--- src/rtl/bcd_pkg.sv ---
// rtl/bcd_pkg.sv - shared types and helpers for the BCD-to-binary converter
package bcd_pkg;

   localparam int DIGIT_W = 4;

   typedef enum logic [1:0] {
      IDLE  = 2'd0,
      SHIFT = 2'd1,
      DONE  = 2'd2
   } state_t;

   function automatic logic digit_valid(input logic [3:0] d);
      return (d <= 4'd9);
   endfunction

endpackage

--- src/rtl/bcd_rdd_step.sv ---
// rtl/bcd_rdd_step.sv - one reverse double-dabble step: shift right, then -3 on digits >= 8
module bcd_rdd_step
   import bcd_pkg::*;
#(
   parameter int DIGITS = 3
) (
   input  logic [DIGIT_W*DIGITS-1:0] bcd_in,
   output logic [DIGIT_W*DIGITS-1:0] bcd_out,
   output logic                      bit_out
);

   logic [DIGIT_W*DIGITS-1:0] shifted;

   assign shifted = bcd_in >> 1;
   assign bit_out = bcd_in[0];

   for (genvar i = 0; i < DIGITS; i++) begin : g_digit
      logic [DIGIT_W-1:0] d;
      assign d = shifted[i*DIGIT_W +: DIGIT_W];
      assign bcd_out[i*DIGIT_W +: DIGIT_W] = (d >= 4'd8) ? (d - 4'd3) : d;
   end

endmodule

--- src/rtl/bcd_to_bin_seq.sv ---
// rtl/bcd_to_bin_seq.sv - iterative packed-BCD to binary converter, one step per clock
// Optional input digit checking enabled by BCD_TO_BIN_ERR_CHECK_EN.
module bcd_to_bin_seq
   import bcd_pkg::*;
#(
   parameter int DIGITS = 3,
   parameter int BIN_W  = 10
) (
   input  logic                      clk,
   input  logic                      rst,
   input  logic                      in_valid,
   output logic                      in_ready,
   input  logic [DIGIT_W*DIGITS-1:0] bcd_in,
   output logic                      out_valid,
   input  logic                      out_ready,
   output logic [BIN_W-1:0]          bin_out,
   output logic                      err
);

   localparam int CNT_W = $clog2(BIN_W + 1);

   state_t                    state;
   logic [CNT_W-1:0]          count;
   logic [DIGIT_W*DIGITS-1:0] bcd_r;
   logic [DIGIT_W*DIGITS-1:0] bcd_next;
   logic [BIN_W-1:0]          bin_r;
   logic [BIN_W-1:0]          bin_next;
   logic                      shift_bit;

   bcd_rdd_step #(.DIGITS(DIGITS)) u_step (
      .bcd_in  (bcd_r),
      .bcd_out (bcd_next),
      .bit_out (shift_bit)
   );

   assign bin_next = {shift_bit, bin_r[BIN_W-1:1]};

`ifdef BCD_TO_BIN_ERR_CHECK_EN
   logic in_bad;
   logic err_flag;

   always_comb begin
      in_bad = 1'b0;
      for (int i = 0; i < DIGITS; i++) begin
         if (!digit_valid(bcd_in[i*DIGIT_W +: DIGIT_W])) in_bad = 1'b1;
      end
   end
`else
   assign err = 1'b0;
`endif

   always_ff @(posedge clk) begin
      if (rst) begin
         state     <= IDLE;
         in_ready  <= 1'b1;
         out_valid <= 1'b0;
         bin_out   <= '0;
         count     <= '0;
         bcd_r     <= '0;
         bin_r     <= '0;
`ifdef BCD_TO_BIN_ERR_CHECK_EN
         err_flag  <= 1'b0;
         err       <= 1'b0;
`endif
      end else begin
         case (state)
            IDLE: begin
               if (in_valid) begin
                  bcd_r    <= bcd_in;
                  bin_r    <= '0;
                  count    <= '0;
                  in_ready <= 1'b0;
                  state    <= SHIFT;
`ifdef BCD_TO_BIN_ERR_CHECK_EN
                  err_flag <= in_bad;
`endif
               end
            end
            SHIFT: begin
               bcd_r <= bcd_next;
               bin_r <= bin_next;
               count <= count + CNT_W'(1);
               // Last step: publish the result directly from the step outputs
               if (count == CNT_W'(BIN_W - 1)) begin
                  state     <= DONE;
                  out_valid <= 1'b1;
`ifdef BCD_TO_BIN_ERR_CHECK_EN
                  bin_out   <= err_flag ? '0 : bin_next;
                  err       <= err_flag;
`else
                  bin_out   <= bin_next;
`endif
               end
            end
            DONE: begin
               if (out_ready) begin
                  state     <= IDLE;
                  out_valid <= 1'b0;
                  in_ready  <= 1'b1;
`ifdef BCD_TO_BIN_ERR_CHECK_EN
                  err       <= 1'b0;
                  err_flag  <= 1'b0;
`endif
               end
            end
            default: state <= IDLE;
         endcase
      end
   end

endmodule
--- config.mk ---
export PLATFORM = sky130hd
export DESIGN_NAME = bcd_to_bin_seq
export DESIGN_NICKNAME = d
export VERILOG_FILES = /design/src/rtl/bcd_pkg.sv /design/src/rtl/bcd_rdd_step.sv /design/src/rtl/bcd_to_bin_seq.sv
export SDC_FILE = /design/constraint.sdc
export NUM_CORES = 1
export LEC_CHECK = 0
export ABC_AREA = 1
export CELL_PAD_IN_SITES_DETAIL_PLACEMENT = 1
export CELL_PAD_IN_SITES_GLOBAL_PLACEMENT = 2
export CORE_ASPECT_RATIO = 0.75
export CORE_UTILIZATION = 31
export CTS_CLUSTER_DIAMETER = 50
export DETAILED_ROUTE_END_ITERATION = 12
export GPL_ROUTABILITY_DRIVEN = 0
export PLACE_DENSITY = 0.84
export SLEW_MARGIN = 15
export SYNTH_ARGS = -nofsm -noshare
export SYNTH_HDL_FRONTEND = slang
export SYNTH_HIERARCHICAL = 1
export SYNTH_SLANG_ARGS = --single-unit
--- constraint.sdc ---
create_clock -name clk -period 1.7 [get_ports clk]
set_input_delay 0.255 -clock clk [delete_from_list [all_inputs] [get_ports clk]]
set_output_delay 0.255 -clock clk [all_outputs]
set_load 0.02 [all_outputs]
==> impl_metrics.json <==
{
  "first_global_vias": 1672,
  "status": "finished, final reports clean",
  "min_from": "in_ready$_SDFFE_PP1P_",
  "h-tree-depth": 2,
  "synth.area.mux_share_pct": 0,
  "diodes": 0,
  "root_buffer": "clkbuf_8",
  "ys_seq_elements": 39,
  "path_cells": "clkdlybuf4s50_1",
  "post-route-min-period_ps": 1500,
  "drive_gt1_share_pct": 15.3,
  "grt_first_pass_wirelength_um": 7960,
  "layout_common_cells": "nand2_1 (75), dfxtp_1 (39), inv_1 (32)",
  "postCtsSetupRepairBufs": 0,
  "synthCells": 275,
  "core.rowCount": 25,
  "hpwl_um": 3410,
  "synth_top_area_share_pct": 38.4,
  "coreArea_um2": 6320,
  "p_total_mw": 1.87,
  "grt_util_met2_pct": 23.0,
  "ir_worst_vdd_mv": 0.270,
  "ioPinCount": 29,
  "ys.warnings.count": 6,
  "cts-resized-gates": 0,
  "synth_area_leaders": "dfxtp_1 (38%), nand2_1 (14%), nand3_1 (6.9%)",
  "p_leak_nw": 1.05,
  "clock.fmax_ghz": 0.666,
  "cp_slowest_cell": "clkdlybuf4s50_1",
  "die_x_um": 95.6,
  "layout_commonest_cell": "nand2_1",
  "cts_hold_repair.buffers": 0,
  "initial_utilization_pct": 32.2,
  "start_kind": "flip-flop",
  "drt_iter0_drc": 51,
  "crit_path_end_kind": "primary output",
  "cts_buffer_depth": 2,
  "path_clk_slew_ps": 70,
  "arrival_ps": 1250,
  "hold_path_class": "reg -> reg",
  "die_area_um2": 6900,
  "r2r_slack_ps": 280,
  "busiest_layer": "met2",
  "drc": 0,
  "wl_per_cell_um": 12.2,
  "synthSimpleGateAreaFrac_pct": 32.0,
  "synth_top_family_by_area": "simple AND/OR/NAND/NOR gates",
  "fillers": 792,
  "synth.net_count": 297,
  "syn_area_um2": 2040,
  "dieHeight_um": 72.2,
  "route.vias.total": 1700,
  "synthXorXnorAreaFrac_pct": 0.860,
  "synthAdderAreaFrac_pct": 3.69,
  "period_share_pct": 88.3,
  "setup_viol": 0,
  "grt_max_degree": 19,
  "synth_compound_area_share_pct": 11.2,
  "antenna_left": 0,
  "totalWireLength_um": 4680,
  "powerDensity_nw_per_um2": 769,
  "final_nets": 322,
  "vias_per_cell": 4.45,
  "clk_latency_ps": 290,
  "cts_buffers": 5,
  "fin_skew_ps": 5.84,
  "hold_violations": 0,
  "crit-reg2reg-launch": "count[0]$_SDFFE_PP0P_",
  "path_class": "reg -> out",
  "cp.required_ps": 1440,
  "crit_family": "buffers and inverters",
  "final-max-slew-violation-count": 0,
  "grtUsageMet3_pct": 3.14,
  "drv_cap": 0,
  "first_pass_iters": 4,
  "synth_cell_types": 27,
  "rsz0062_at_grt": "false",
  "area_growth_pct": 19.5,
  "cts_tree": "yes",
  "cp_max_fo": 2,
  "grt_usage_pct": 15.2,
  "use_met1_pct": 21.6,
  "antenna_found_initial": 0,
  "clock-sinks": 39,
  "synth_top_cell_by_area": "dfxtp_1",
  "portBuffers": 27,
  "critical_path_buf_inv_count": 1,
  "multi_input_area_um2": 981,
  "slowest_delay_ps": 620,
  "regArea_um2": 781,
  "crit_path_start": "bin_out[6]$_SDFFE_PP0P_",
  "yosysSeqAreaShare_pct": 38.4,
  "grt_overflow_total": 0,
  "syn_avg_cell_area_um2": 7.40,
  "setup-tns-final_ps": 0
}
-- through the flow --
| stage | utilization, % | hold slack, ps | setup slack, ps | instances | cell area [µm²] |
|---|---|---|---|---|---|
| after detailed placement | 37.2 | 444 | 113 | 374 | 2350 |
| after CTS | 38.5 | 464 | 158 | 382 | 2430 |
| after global routing | 38.5 | 492 | 89.5 | 382 | 2430 |
| after global placement | 37.2 | 444 | 196 | 374 | 2350 |
| after floorplan | - | 438 | 436 | 275 | 2040 |
| final | 38.5 | 458 | 199 | 382 | 2430 |
-- sequential cells by signal, indices dropped and copies added, names as in the netlist --
register	count
in_ready	1
bin_out	10
bcd_r	12
count	4
state	2
bin_r	9
out_valid	1
-- routing by layer --
metal  vias to the layer above  wire length (µm)
met5                         -                 0
met4                         0                59
met3                         7               112
met2                        20              2020
met1                       785              2480
li1                        888                 -
-- cell usage after synthesis --
cell type / n
nand2_2: 10
inv_4: 2
o21ai_0: 10
nand2_1: 75
inv_1: 32
buf_4: 8
or2_1: 1
nor2_4: 1
buf_2: 3
o21ai_4: 1
a21oi_2: 11
nor2_1: 19
buf_12: 1
xor2_1: 2
buf_1: 1
a21oi_1: 10
nand3_2: 1
a21boi_1: 2
buf_6: 4
nor2_2: 1
nand3_1: 28
nor2_8: 1
nand2_4: 3
nand3b_1: 1
dfxtp_1: 39
ha_1: 6
conb_1: 2
-- power breakdown --
part	internal, mW	total (mW)	switching, mW
clock	0.288	0.600	0.312
combinational	0.122	0.283	0.161
sequential	0.947	0.986	0.0396
-- final cells by class --
class                   count  share of cell area (%)
clock buffers               7                    3.14
flip-flops and latches     39                    32.1
clock inverters             1                   0.206
multi-input cells         185                    40.3
inverters                  34                    5.45
well taps                  81                    4.17
repair buffers             35                    14.6
-- worst paths after layout --
| check | to | cells after the start |
|---|---|---|
| min | in_ready$_SDFFE_PP1P_ | 2 |
| max reg2reg | bin_out[4]$_SDFFE_PP0P_ | 7 |
| min reg2reg | in_ready$_SDFFE_PP1P_ | 2 |
| max | bin_out[6] | 1 |
-- cell families (layout without fill, tap and decap cells) --
group,after synthesis,after routing
and+or+nand+nor,141,141
AOI/OAI and AO/OA,34,34
adders and majority gates,6,6
other,2,2
buffers and inverters,51,77
xor gates and xnor gates,2,2
DFF,39,39
(Power assumes the default switching activity.)
